`src/rtl/viewport_pixel_queue.sv`:
```
// Converts projected half-precision screen coordinates to centred integer pixels,
// drops invalid/off-screen points and queues survivors in a show-ahead FIFO.
module viewport_pixel_queue #(
  parameter int SCREEN_W   = 640,
  parameter int SCREEN_H   = 480,
  parameter int COORD_W    = 10,
  parameter int FIFO_DEPTH = 4
) (
  input  logic                        i_Clk,
  input  logic                        i_Reset_n,
  input  logic                        i_Valid,
  output logic                        o_Ready,
  input  logic [15:0]                 i_X,
  input  logic [15:0]                 i_Y,
  input  logic                        i_Exception,
  output logic                        o_PixValid,
  input  logic                        i_PixReady,
  output logic [COORD_W-1:0]          o_PixX,
  output logic [COORD_W-1:0]          o_PixY,
  output logic [15:0]                 o_DropCount,
  output logic [$clog2(FIFO_DEPTH):0] o_Count
);
  localparam int PW = $clog2(FIFO_DEPTH);
  localparam int CW = PW + 1;
  localparam logic [18:0]   HALF_W  = 19'(SCREEN_W / 2);
  localparam logic [18:0]   HALF_H  = 19'(SCREEN_H / 2);
  localparam logic [17:0]   LIM_W   = 18'(SCREEN_W);
  localparam logic [17:0]   LIM_H   = 18'(SCREEN_H);
  localparam logic [PW-1:0] PTR_ONE = {{(PW-1){1'b0}}, 1'b1};
  localparam logic [CW-1:0] CNT_ZERO = {CW{1'b0}};

  // Truncating half -> signed 18-bit integer; Inf/NaN handled separately as bad.
  function automatic logic [17:0] half_to_int(input logic [15:0] h);
    logic [4:0]  e;
    logic [10:0] sig;
    logic [16:0] mag;
    logic [17:0] mag18;
    e   = h[14:10];
    sig = {1'b1, h[9:0]};
    if (e < 5'd15) begin
      mag = 17'd0;
    end else if (e <= 5'd25) begin
      mag = {6'd0, sig} >> (5'd25 - e);
    end else begin
      mag = {6'd0, sig} << (e - 5'd25);
    end
    mag18 = {1'b0, mag};
    half_to_int = h[15] ? (18'd0 - mag18) : mag18;
  endfunction

  function automatic logic is_inf_nan(input logic [15:0] h);
    is_inf_nan = &h[14:10];
  endfunction

  logic                      accept;
  logic                      s1_valid, s1_bad;
  logic [17:0]               s1_vx, s1_vy;
  logic [18:0]               px, py;
  logic                      keep;
  logic                      s2_valid, s2_keep;
  logic [COORD_W-1:0]        s2_px, s2_py;
  logic [2*COORD_W-1:0]      mem [FIFO_DEPTH];
  logic [PW-1:0]             wr_ptr, rd_ptr, rd_next;
  logic [CW-1:0]             count, count_next;
  logic                      push, pop, drop;
  logic [2*COORD_W-1:0]      head_next;

  // Credits count queued entries plus everything still in the pipeline.
  assign o_Ready    = ({1'b0, count} + (CW+1)'(s1_valid) + (CW+1)'(s2_valid)) < (CW+1)'(FIFO_DEPTH);
  assign accept     = i_Valid && o_Ready;
  assign o_Count    = count;
  assign o_PixValid = (count != CNT_ZERO);
  assign push       = s2_valid && s2_keep;
  assign drop       = s2_valid && !s2_keep;
  assign pop        = o_PixValid && i_PixReady;

  // Stage 1: decode both coordinates at the accept edge.
  always_ff @(posedge i_Clk or negedge i_Reset_n) begin
    if (!i_Reset_n) begin
      s1_valid <= 1'b0;
      s1_bad   <= 1'b0;
      s1_vx    <= 18'd0;
      s1_vy    <= 18'd0;
    end else begin
      s1_valid <= accept;
      if (accept) begin
        s1_bad <= is_inf_nan(i_X) || is_inf_nan(i_Y) || i_Exception;
        s1_vx  <= half_to_int(i_X);
        s1_vy  <= half_to_int(i_Y);
      end
    end
  end

  // Screen rows grow downward, so Y is subtracted from the centre row.
  assign px   = {s1_vx[17], s1_vx} + HALF_W;
  assign py   = HALF_H - {s1_vy[17], s1_vy};
  assign keep = !s1_bad && !px[18] && (px[17:0] < LIM_W) && !py[18] && (py[17:0] < LIM_H);

  // Stage 2: on-screen classification.
  always_ff @(posedge i_Clk or negedge i_Reset_n) begin
    if (!i_Reset_n) begin
      s2_valid <= 1'b0;
      s2_keep  <= 1'b0;
      s2_px    <= {COORD_W{1'b0}};
      s2_py    <= {COORD_W{1'b0}};
    end else begin
      s2_valid <= s1_valid;
      s2_keep  <= keep;
      s2_px    <= px[COORD_W-1:0];
      s2_py    <= py[COORD_W-1:0];
    end
  end

  // Next head: bypass the incoming entry when it lands in the slot being exposed.
  always_comb begin
    count_next = count + CW'(push) - CW'(pop);
    if (pop) begin
      rd_next = rd_ptr + PTR_ONE;
    end else begin
      rd_next = rd_ptr;
    end
    if (count_next == CNT_ZERO) begin
      head_next = {o_PixX, o_PixY};
    end else if (push && (wr_ptr == rd_next)) begin
      head_next = {s2_px, s2_py};
    end else begin
      head_next = mem[rd_next];
    end
  end

  // FIFO storage write port.
  always_ff @(posedge i_Clk) begin
    if (push) begin
      mem[wr_ptr] <= {s2_px, s2_py};
    end
  end

  // FIFO pointers, occupancy and registered head.
  always_ff @(posedge i_Clk or negedge i_Reset_n) begin
    if (!i_Reset_n) begin
      wr_ptr <= {PW{1'b0}};
      rd_ptr <= {PW{1'b0}};
      count  <= CNT_ZERO;
      o_PixX <= {COORD_W{1'b0}};
      o_PixY <= {COORD_W{1'b0}};
    end else begin
      if (push) begin
        wr_ptr <= wr_ptr + PTR_ONE;
      end
      rd_ptr           <= rd_next;
      count            <= count_next;
      {o_PixX, o_PixY} <= head_next;
    end
  end

  // Saturating discard counter.
  always_ff @(posedge i_Clk or negedge i_Reset_n) begin
    if (!i_Reset_n) begin
      o_DropCount <= 16'd0;
    end else if (drop && (o_DropCount != 16'hFFFF)) begin
      o_DropCount <= o_DropCount + 16'd1;
    end
  end
endmodule

```
`config.mk`:
```
export PLATFORM = sky130hd
export DESIGN_NAME = viewport_pixel_queue
export DESIGN_NICKNAME = d
export VERILOG_FILES = /design/src/rtl/viewport_pixel_queue.sv
export SDC_FILE = /design/constraint.sdc
export NUM_CORES = 1
export LEC_CHECK = 0
export BUFFER_PORTS_ARGS = -buffer_cell sky130_fd_sc_hd__buf_2
export CAP_MARGIN = 20
export CORE_AREA = 4 4 162 164
export DETAILED_ROUTE_END_ITERATION = 12
export DIE_AREA = 0 0 166 168
export HOLD_SLACK_MARGIN = 0.02
export PLACE_DENSITY = 0.61
export SLEW_MARGIN = 30
export SYNTH_ARGS = -nofsm -noshare
export SYNTH_HDL_FRONTEND = slang
export SYNTH_SLANG_ARGS = --single-unit
```
`constraint.sdc`:
```
create_clock -name i_Clk -period 4.7 [get_ports i_Clk]
set_input_delay 1.41 -clock i_Clk [delete_from_list [all_inputs] [get_ports i_Clk]]
set_output_delay 1.41 -clock i_Clk [all_outputs]
set_load 0.01 [all_outputs]
```
# Word level (Yosys, flattened, before mapping)
# Memory sizes are Yosys's and may differ from the RTL's. A register that Yosys moved wholly into a read port is not among the register bits.
# Cells that the tools add are included.
# word_totals
elab_cells	72
input_bits	37
memories	1
ramBits	80
ff_bits	83
out_inout_bits	41
# op_classes
n_lt_le_gt_ge	7
n_addsub	15
reduce_logical	21
eq_ne	1
shift	4
n_mux	11
# mem_list
memory	depth	word_bits	read_ports	rd_ports_with_merged_regs	wr	line	rtl
mem	4	20	1	1	1	62	logic [2*COORD_W-1:0] mem [FIFO_DEPTH];
# ops
cell	count
17-bit two-way mux	6
18-bit two-way mux	2
1-bit by 17-bit subtractor with 18-bit output, first input constant	2
11-bit by 5-bit left shift with 17-bit output	2
11-bit by 5-bit right shift with 17-bit output	2
18-bit by 10-bit adder with 19-bit output, second input constant	1
9-bit by 18-bit subtractor with 19-bit output, first input constant	1
18-bit by 10-bit less-than comparator with 1-bit output, second input constant	1
18-bit by 9-bit less-than comparator with 1-bit output, second input constant	1
16-bit by 1-bit adder with 16-bit output, second input constant	1
16-bit != test, second input constant	1
5-bit less-or-equal comparator, second input constant	2
5-bit by 4-bit less-than comparator with 1-bit output, second input constant	2
5-bit AND reduction	2
5-bit subtractor, first input constant	2
5-bit subtractor, second input constant	2
1-bit logical AND	9
1-bit logical NOT	6
2-bit by 1-bit adder with 2-bit output, second input constant	2
3-bit by 1-bit adder with 4-bit output	1
4-bit by 1-bit adder with 4-bit output	1
4-bit by 3-bit less-than comparator with 1-bit output, second input constant	1
3-bit by 1-bit adder with 3-bit output	1
3-bit logical NOT	1
other kinds (5)	7

# Longest topological paths before layout
# logic_depth
word_depth	7
mapped_depth	15
mapped_depth_nobuf	12

# Worst setup path after synthesis
# No wires, ideal clock.
# synth_timing
path_kind	in2reg
from	in i_X[11]
to	reg s1_vx[13]
setup_ns	0.131
slack_ns	0.372
n_path_buf	3
t_required_ns	4.569
t_arrival_ns	4.196
cell_stages	13
path_cell_list	buf_2 > buf_6 > inv_1 > ha_1 > buf_2 > mux4_2 > and2_0 > a31oi_1 > a41o_1 > nand3b_4 > o41ai_1 > xor2_1 > o21ai_1
# synth_via
elab_chain_len	7
elab_cells_between_ends	11
cone_classes	3 x add/sub; 2 x order compare; 2 x shift; 4 x mux
# synth_rtl
item	line	rtl
start, declared	13	input logic [15:0] i_X,
5-bit subtractor, on equally long branches	45, 43	
11-bit by 5-bit left shift with 17-bit output / 11-bit by 5-bit right shift with 17-bit output (equally long branches)	45, 43	
17-bit two-way mux	42	end else if (e <= 5'd25) begin
17-bit two-way mux (*)	40	if (e < 5'd15) begin
17-bit two-way mux (*)	86	if (accept) begin
1-bit by 17-bit subtractor with 18-bit output	48	half_to_int = h[15] ? (18'd0 - mag18) : mag18;
18-bit two-way mux (*)	48	
end signal, assigned	88	s1_vx <= half_to_int(i_X);
end, declared	57	logic [17:0] s1_vx, s1_vy;
# Mark *: on every way between the ends. The rest lies on a longest branch, timed or not. The select of a mux whose other input is x is not followed.
# A chain may end at the register's enable or synchronous reset.

# Final worst setup path
# layout_timing
from	in i_X[12]
to	reg s1_vx[13]
# The elaborated chain is that of the path after synthesis.

==> results.md <==
- Worst setup SP type: input port
- Synthesized cell area: 0.01095 mm^2
- EDFF count, synth: 80
- Pin count of the biggest net entering global routing: 66
- Commonest non-fill, non-tap cells in the layout: 107 x nand2_1, 103 x dfrtp_1, 80 x edfxtp_1
- Mean number of vias per cell: 5.485
- Total grt overflow: 0
- TritonCTS Sinks: 183
- Switching power: 0.002145 W
- Post-CTS sizing: 0
- Clk buf depth: 2
- Initial DRC Count: 383
- # DRC: 0
- Sum of negative setup slack: 0 ns
- Final setup viols: 0
- CP max-delay cell: or3b_1
- MaxCap Viol Count: 0
- Post-Syn Area per Cell: 11.11 um^2
- Vias in the first global route: 7500
- Max Fanout on Critical Path: 12
- Die W: 166 um
- Worst slew margin: 0.5661
- Critical Path Stages: 11
- Crit Path Class: input port to flop
- Flops & latches, synth: 183
- Most used cell, CP: inv_1
- Worst Path Required: 4.97 ns
- TritonCTS clock tree: built
- Initial antenna violation count: 0
- Combinational share of power: 0.355
- Pre-CTS setup slack: 0.2559 ns
- Net switching fraction of the power: 0.3458
- Cells after synthesis: 986
- Int Power: 0.004057 W
- Peak per-stage delay on the critical path: 0.55 ns
- H-tree depth: 4
- DRT antenna net count: 0
- RSZ-0062 raised after global routing: false
- Die Area: 0.02789 mm^2
- Clock latency at the later pin of the worst-skew pair: 0.41 ns
- Dpl hpwl: 17100 um
- Arrival time at the worst endpoint: 4.31 ns
- Yosys cell types: 90
- Total CTS buffers: 17
- Seq/Total Area, Yosys: 0.4546
- GP Congestion: 0.8818
- Placed Instances: 1371
- Yosys warning total: 0
- Skew final: 0.01138 ns
- Final Hold Vio Count: 0
- Detailed Route WL: 23160 um
- CTS root buf: clkbuf_16
- Crit path buf inv count: 3
- Total number of vias: 7696
- Met3 Use GR: 0.01714
- Initial Utilization: 0.4400
- Max VDD drop: 344.2 uV
- Critical Path End Type: flop
- Met2 usage: 0.2772
- Die height: 168 um
- PwrDens: 499.8 mW/mm^2
- Port Buffer Count: 77
- Detailed Routing Iterations Pass 1: 5
- First-pass GRT wire length: 39370 um
- # diodes: 0
- Clock power frac: 0.245
- Std-Cell Rows: 58
- Static leakage: 5.179 nW
- Most used routing layer: met2
- Top Ports: 78
- CTS clock-pin slew for the worst setup and hold paths: 0.07 ns
- Min-Delay Path Class: flop to flop
- Crit-path cells: buf_2 -> inv_1 -> ha_1 -> inv_1 -> a211oi_1 -> o22ai_1 -> a31oi_1 -> or3b_1 -> o41ai_1 -> xor2_1 -> o21ai_1
- Share of layout cells above drive strength 1: 0.2171
- Postcts setup bufs: 0
- Final worst path period share: 0.8580
- Hold Crit Depth: 0
- Post-CTS Hold Buffers: 0
- Power consumption: 0.006201 W
- Number of cells on the worst reg-to-reg path: 11
- Drt wl/cell: 16.51 um
- Worst Tran Pin Value: 0.6509 ns
- Gr usage total: 0.1683
- Top_reg_cell synth: dfrtp_1
- Seq pwr share: 0.401
- Commonest non-fill, non-tap cell in the layout: nand2_1
- Fin cells: 1403
- Worst setup margin: 0.6673 ns
- Nets: 1123
- Status: complete, no violations
- Final Max Slew Viols: 0
- Max Fclk: 248.0 MHz
- GR Util met1: 0.2443
- Final Critical Period: 4.033 ns
- Cell class contributing the biggest share of worst-path delay: compound AO/OA/AOI/OAI gates
- Synth async-reset ratio: 0.5628
- Mapped Nets: 1049
- Core Box Area: 0.02489 mm^2
- Layout area overhead: 13.27%
final cells by class:
type	count	area, um^2
Clock inverter	9	118.9
Inverter	21	78.83
Clock buffer	23	533.0
Sequential cell	183	4980
Timing Repair Buffer	108	620.6
Fill cell	2252	12480
Multi-Input combinational cell	729	5663
Tap cell	330	412.9
cell families (layout without fill, tap and decap cells):
group | after synthesis | after routing | share of synthesized area
AND/OR/NAND/NOR | 303 | 303 | 0.1406
adder cells (fa/ha/maj) | 26 | 26 | 0.03039
buffers and inverters | 74 | 161 | 0.03187
AO/OA/AOI/OAI | 219 | 219 | 0.1380
multiplexers | 115 | 115 | 0.1479
XOR/XNOR | 66 | 66 | 0.05655
flip-flops | 183 | 183 | 0.4546
synthesized netlist by cell type (8+ instances only):
library cell / instances / share of area
dfrtp_1: 103 / 0.24
nor3_1: 19 / 0.0087
nand2b_1: 10 / 0.0057
xor2_1: 24 / 0.019
xnor2_1: 38 / 0.030
nand3_1: 20 / 0.0091
nand4_1: 13 / 0.0074
nor2b_1: 13 / 0.0074
o31ai_1: 14 / 0.0096
o21ai_1: 11 / 0.0050
ha_1: 25 / 0.029
a21o_1: 8 / 0.0055
edfxtp_1: 80 / 0.22
or2_2: 10 / 0.0057
inv_1: 19 / 0.0065
a21oi_1: 31 / 0.014
clkbuf_1: 23 / 0.0079
a31oi_1: 8 / 0.0046
or3_1: 11 / 0.0063
mux4_2: 36 / 0.074
mux2_2: 11 / 0.011
o21ai_0: 74 / 0.034
buf_2: 20 / 0.0091
nor2_1: 52 / 0.018
and3_1: 10 / 0.0057
mux2i_1: 66 / 0.060
nand2_1: 108 / 0.037
metal layers:
layer,vias up,routed length [um],part of all wire
met5,-,0,0
met4,0,221,0.0095
met3,19,821,0.035
met2,165,10910,0.47
met1,3678,11210,0.48
li1,3834,-,-
through the flow:
stage | hold WS, ns | utilization | cell area, um^2
after floorplan | 0.3535 | - | 10950
after detailed placement | 0.3627 | 0.4718 | 11740
final | 0.3784 | 0.4984 | 12410
after global placement | 0.3611 | 0.4716 | 11740
after CTS | 0.3833 | 0.4979 | 12390
after global routing | 0.4003 | 0.4984 | 12410
power by group through the flow:
| stage | Clock (W) | Combinational (W) | Sequential (W) |
|---|---|---|---|
| 5_1_grt | 0.00163 | 0.00249 | 0.00256 |
| 4_1_cts | 0.00155 | 0.00224 | 0.00249 |
| 3_3_place_gp | 0 | 0.00218 | 0.00250 |
| 6_report | 0.00152 | 0.00220 | 0.00249 |
| 2_1_floorplan | 0 | 0.00160 | 0.00248 |
| 3_5_place_dp | 0 | 0.00222 | 0.00252 |
registers in the layout (all words and copies together), names as in the netlist:
register     count
s1_vx           18
rd_ptr           2
s2_keep          1
s1_bad           1
s1_valid         1
s2_valid         1
o_PixY          10
wr_ptr           2
s2_py           10
o_Count          3
mem             80
s1_vy           18
o_PixX          10
o_DropCount     16
s2_px           10
path summary, 6_finish.rpt:
check,startpoint,to,slack [ns]
hold / removal,s1_vx[5],s2_px[5],0.38
setup reg to reg,o_Count[1],o_PixX[9],1.65
min in group asynchronous,i_Reset_n,o_DropCount[5],1.01
hold reg to reg,s1_vx[5],s2_px[5],0.38
setup / recovery,i_X[12],s1_vx[13],0.67
max in group asynchronous,i_Reset_n,o_PixX[8],2.86
(Power assumes the default switching activity.)
